--- config.mk ---
export PLATFORM = sky130hd
export DESIGN_NAME = mem_port_arbiter
export DESIGN_NICKNAME = d
export VERILOG_FILES = /design/src/rtl/mem_arb_pkg.sv /design/src/rtl/mem_arb_timeout.sv /design/src/rtl/mem_port_arbiter.sv
export SDC_FILE = /design/constraint.sdc
export NUM_CORES = 1
export LEC_CHECK = 0
export ABC_AREA = 1
export CAP_MARGIN = 25
export CORE_UTILIZATION = 25
export CTS_BUF_LIST = sky130_fd_sc_hd__clkbuf_4 sky130_fd_sc_hd__clkbuf_8
export DETAILED_ROUTE_END_ITERATION = 7
export MAX_ROUTING_LAYER = met4
export PLACE_DENSITY = 0.54
export SLEW_MARGIN = 20
export SYNTH_ARGS = -nofsm -noshare
export SYNTH_HDL_FRONTEND = slang
export SYNTH_HIERARCHICAL = 1
export SYNTH_SLANG_ARGS = --single-unit
--- constraint.sdc ---
create_clock -name clk -period 4.4 [get_ports clk]
set_clock_uncertainty 0.15 [all_clocks]
set_input_delay 0.88 -clock clk [delete_from_list [all_inputs] [get_ports clk]]
set_output_delay 0.88 -clock clk [all_outputs]
set_load 0.01 [all_outputs]
--- src/rtl/mem_arb_pkg.sv ---
// Shared types and constants for the CPU memory-port arbiter.
package mem_arb_pkg;

  // Arbiter sequencing: one bus access at a time, data port before instruction port.
  typedef enum logic [1:0] {
    IDLE  = 2'd0,
    DATA  = 2'd1,
    INSTR = 2'd2,
    DONE  = 2'd3
  } arb_state_e;

  localparam logic [3:0] BE_ALL = 4'b1111;

endpackage

--- src/rtl/mem_arb_timeout.sv ---
// Saturating wait-cycle counter with a sticky expiry flag.
// A TIMEOUT_CYCLES of 0 keeps the flag permanently low.
module mem_arb_timeout #(
  parameter int unsigned TIMEOUT_CYCLES = 256
) (
  input  logic clk,
  input  logic rst,
  input  logic count_en,
  input  logic clear,
  output logic expired
);

  localparam int unsigned CW = (TIMEOUT_CYCLES < 2) ? 1 : $clog2(TIMEOUT_CYCLES + 1);
  localparam logic [CW-1:0] LIMIT = CW'(TIMEOUT_CYCLES);

  logic [CW-1:0] count_q, count_d;
  logic          expired_q, expired_d;

  // Next count: clear wins, otherwise count up to LIMIT and latch the flag on arrival.
  always_comb begin
    count_d   = count_q;
    expired_d = expired_q;
    if (TIMEOUT_CYCLES != 0) begin
      if (clear) begin
        count_d = '0;
      end else if (count_en && (count_q != LIMIT)) begin
        count_d = count_q + 1'b1;
        if (count_d == LIMIT) begin
          expired_d = 1'b1;
        end
      end
    end
  end

  // Counter and sticky flag registers; only reset drops the flag.
  always_ff @(posedge clk) begin
    if (rst) begin
      count_q   <= '0;
      expired_q <= 1'b0;
    end else begin
      count_q   <= count_d;
      expired_q <= expired_d;
    end
  end

  assign expired = expired_q;

endmodule

--- src/rtl/mem_port_arbiter.sv ---
// Merges the CPU instruction and data ports onto one Avalon-style memory bus.
// Data accesses go first; stall is held until every pending request finishes,
// then drops for exactly one cycle (DONE) so the CPU can advance.
module mem_port_arbiter
  import mem_arb_pkg::*;
#(
  parameter int unsigned TIMEOUT_CYCLES = 256,
  parameter int unsigned ADDR_W         = 32
) (
  input  logic              clk,
  input  logic              rst,
  input  logic [ADDR_W-1:0] ip_address,
  input  logic              read_ip,
  output logic [31:0]       ip_readdata,
  input  logic [ADDR_W-1:0] dp_address,
  input  logic [31:0]       writedata,
  input  logic [3:0]        byteenable,
  input  logic              read_dp,
  input  logic              write_dp,
  output logic [31:0]       dp_readdata,
  output logic              stall,
  output logic [ADDR_W-1:0] mem_address,
  output logic              mem_read,
  output logic              mem_write,
  output logic [31:0]       mem_writedata,
  output logic [3:0]        mem_byteenable,
  input  logic              mem_waitrequest,
  input  logic [31:0]       mem_readdata,
  output logic              bus_err
);

  arb_state_e        state_q, state_d;
  logic [ADDR_W-1:0] addr_q;
  logic [31:0]       wdata_q;
  logic [3:0]        be_q;
  logic              wr_q, rd_q;
  logic [31:0]       ip_rdata_q, dp_rdata_q;
  logic              dp_req, load_dp, load_ip, in_access;

  assign dp_req    = read_dp | write_dp;
  assign in_access = (state_q == DATA) || (state_q == INSTR);

  // Next-state, bus-register load enables and stall decode.
  always_comb begin
    state_d = state_q;
    load_dp = 1'b0;
    load_ip = 1'b0;
    stall   = 1'b1;
    case (state_q)
      IDLE: begin
        stall = dp_req | read_ip;
        if (dp_req) begin
          load_dp = 1'b1;
          state_d = DATA;
        end else if (read_ip) begin
          load_ip = 1'b1;
          state_d = INSTR;
        end
      end
      DATA: begin
        if (!mem_waitrequest) begin
          if (read_ip) begin
            load_ip = 1'b1;
            state_d = INSTR;
          end else begin
            state_d = DONE;
          end
        end
      end
      INSTR: begin
        if (!mem_waitrequest) begin
          state_d = DONE;
        end
      end
      DONE: begin
        stall   = 1'b0;
        state_d = IDLE;
      end
      default: state_d = IDLE;
    endcase
  end

  // FSM state and access kind; a simultaneous read+write becomes a write only.
  always_ff @(posedge clk) begin
    if (rst) begin
      state_q <= IDLE;
      wr_q    <= 1'b0;
      rd_q    <= 1'b0;
    end else begin
      state_q <= state_d;
      if (load_dp) begin
        wr_q <= write_dp;
        rd_q <= read_dp & ~write_dp;
      end
    end
  end

  // Bus address/data registers; captured once per access so they hold through waitrequest.
  always_ff @(posedge clk) begin
    if (load_dp) begin
      addr_q  <= dp_address;
      wdata_q <= writedata;
      be_q    <= byteenable;
    end else if (load_ip) begin
      addr_q  <= ip_address;
    end
  end

  // Per-port read data, updated only by a completing read of that port.
  always_ff @(posedge clk) begin
    if (rst) begin
      ip_rdata_q <= '0;
      dp_rdata_q <= '0;
    end else begin
      if ((state_q == DATA) && !mem_waitrequest && rd_q) begin
        dp_rdata_q <= mem_readdata;
      end
      if ((state_q == INSTR) && !mem_waitrequest) begin
        ip_rdata_q <= mem_readdata;
      end
    end
  end

  mem_arb_timeout #(
    .TIMEOUT_CYCLES(TIMEOUT_CYCLES)
  ) u_timeout (
    .clk     (clk),
    .rst     (rst),
    .count_en(in_access & mem_waitrequest),
    .clear   (~(in_access & mem_waitrequest)),
    .expired (bus_err)
  );

  assign mem_address    = addr_q;
  assign mem_writedata  = wdata_q;
  assign mem_read       = ((state_q == DATA) && rd_q) || (state_q == INSTR);
  assign mem_write      = (state_q == DATA) && wr_q;
  assign mem_byteenable = ((state_q == DATA) && wr_q) ? be_q : BE_ALL;
  assign ip_readdata    = ip_rdata_q;
  assign dp_readdata    = dp_rdata_q;

endmodule

==> reports/qor.txt <==
XOR/XNOR Fraction of Synth Area = 0.307%
Area of the core = 22100 µm²
Final ANT Viol Nets = 0
Top Ports = 274
Crit Path Category = in -> out
Leak = 3.48 nW
Reg2reg setup slack = 2.25 ns
Number of flops mapped to enable cells by yosys = 68
Final wirelength = 17200 µm
Post-route DRC violation count = 0
Setup_tns = 0 ns
Cts hold-fix bufs = 0
Layout Nets = 1016
Synth Cell Area = 5700 µm²
HPWL Detailed = 12300 µm
Worst r2r path cells = 5
Hold path start = dp_readdata[29]$_SDFFE_PP0P_
WHS Endpoint = dp_readdata[29]$_SDFFE_PP0P_
Syn Area/Cell = 9.50 µm²
DRT iter0 DRCs = 273
Drt pass-1 iters = 4
Setup Buffers After CTS = 0
DIE WIDTH = 153 µm
Post-Synth Adder-Cell Area = 1.54%
Crit share post-route = 80.6%
Status = finished, final reports clean
Clk slew on worst S/H paths = 0.08 ns
Mapped Nets = 745
Hold crit path type = reg -> reg
Worst Path Arrival = 2.52 ns
Final setup fails = 0
Vias in the first global route = 4696
Clk Latency, worst-skew pair = 0.45 ns
Die area = 23400 µm²
PortBufs = 273
FMAX = 282 MHz
Main synth FF type = dfxtp_1
Synth unique cells = 28
WHS = 0.297 ns
Starting Density = 25.8%
Max-slew violation count = 0
Commonest cells in the netlist = nand2_1 (135), nor2_1 (85), dfxtp_1 (78)
Synth Register Bits = 146
Synth area leader = edfxtp_1
Pin count of the biggest net entering global routing = 65
Post-synthesis compound-gate area fraction = 10.8%
Worst Hold Depth = 2
GRT Resource Usage Total = 15.3%
CTS Sinks = 146
Max IR drop VDD = 0.306 mV
DR WL/cell = 14.7 µm
H-tree lvl count = 4
Post-synthesis sequential area ratio = 63.2%
Area occupied by multi-input gates = 1690 µm²
Synth Instances = 600
Worst reg2reg path startpoint = state_q[1]$_SDFFE_PP0P_
Layout cell share with drive strength beyond 1 = 6.33%
Fillers = 2173
Clk root buf = clkbuf_8
CTS Buf Count = 17
Worst slew pin tran = 0.701 ns
Layout Area Growth over Synthesis = 58.5%
Max-cap violation count = 0
Simple-gate share of the synthesized area = 16.6%
CP startpoint kind = input pin
Slew HR = 53.3%
Largest family of logic cells by synthesized area = simple AND/OR/NAND/NOR gates
Reg2Reg Capture Point = mem_address[18]$_DFFE_PP_
Post-synthesis mux area share = 0%
Resize count post-CTS = 0
# diodes = 0
Fin. Hold Viols = 0
CP Capture Type = primary output
Die H = 153 µm
Via count = 4849
Yosys warning total = 6
RSZ-0062 raised after global routing = false
Via/cell ratio = 4.17
FF/Latch Area = 3600 µm²
Worst Path Max Fanout = 4
Final min period = 3.55 ns
TritonCTS clock tree = built
Max clock buf depth = 2
Yosys top cell area share = 35.8%
Ys async rst share = 0%
Site row count = 54
GRT overflow = 0
Final GP Congestion = 0.794
Initial antenna violation count = 0
Worst Path Required = 3.37 ns
Count leader, synth = nand2_1
First-pass GRT wire length = 26400 µm
Pwr/cell area = 549 nW/µm²
Synth top area cells = edfxtp_1 (36%), dfxtp_1 (27%), nand2_1 (8.9%)
[logic make-up (layout without fill, tap and decap cells)]
logic type,after synthesis,in the layout
XOR/XNOR,2,2
flip-flops,146,146
buffers and inverters,87,371
AO/OA/AOI/OAI,119,119
AND/OR/NAND/NOR,239,239
adder cells (fa/ha/maj),7,7
[how the worst max path moves through the flow]
stage / cells past startpoint / from / end
2_1_floorplan: 4 / write_dp / mem_address[0]$_DFFE_PP_
4_1_cts: 5 / write_dp / stall
3_5_place_dp: 5 / write_dp / stall
5_1_grt: 5 / write_dp / stall
3_3_place_gp: 5 / write_dp / stall
6_report: 5 / write_dp / stall
[cell type report]
| cell class | instances | share of cell area, % |
|---|---|---|
| Multi-Input combinational cell | 367 | 18.7 |
| Timing Repair Buffer | 280 | 31.0 |
| Clock buffer | 17 | 2.59 |
| Inverter | 59 | 2.45 |
| Sequential cell | 146 | 39.9 |
| Tap cell | 280 | 3.88 |
| Clock inverter | 15 | 1.59 |
[flip-flops by register name, indices dropped and copies added (netlist names)]
register and count:
be_q 4, dp_readdata 32, ip_readdata 32, mem_address 32, mem_writedata 32, rd_q 1, state_q 2, u_timeout/count_q 9
u_timeout/expired 1, wr_q 1
[stage by stage]
stage          std cells  total power, mW  setup WS (ns)  cell area [µm²]  util, %
2_1_floorplan        600             2.97           1.66             5700        -
3_3_place_gp        1132             4.00          0.946             8660     39.2
3_5_place_dp        1132             4.00          0.868             8660     39.2
4_1_cts             1164             5.05          0.870             9040     40.9
5_1_grt             1164             5.29          0.803             9040     40.9
6_report            1164             4.96          0.855             9040     40.9
[power by group]
group / switching, mW / total, mW / internal [mW]
Sequential: 0.120 / 2.05 / 1.93
Combinational: 0.999 / 1.88 / 0.883
Clock: 0.608 / 1.03 / 0.419
[placed cells by master (no fill, tap or decap), types with 2 or more instances in the layout]
master,count
a211oi_1,3
a21oi_1,41
buf_4,6
clkbuf_8,17
clkdlybuf4s50_1,273
clkinvlp_4,4
dfxtp_1,78
edfxtp_1,68
ha_1,7
inv_1,54
inv_2,5
inv_6,5
inv_8,4
nand2_1,135
nand3_1,6
nand4_1,3
nor2_1,85
nor2_2,4
o21ai_0,52
o21ai_1,18
or2_2,4
xor2_1,2
[critical path: stages]
cell,delay (ns)
clkdlybuf4s50_1,0.57
nor2_1,0.09
nand3_1,0.10
a21boi_0,0.23
clkdlybuf4s50_1,0.64
[routing by layer]
layer / vias up / routed length [µm] / global-route usage, %
met5: - / 0 / -
met4: 0 / 131 / 3.61
met3: 12 / 1530 / 5.95
met2: 201 / 7960 / 24.0
met1: 2146 / 7550 / 18.4
li1: 2490 / - / -
(Power assumes the default switching activity.)
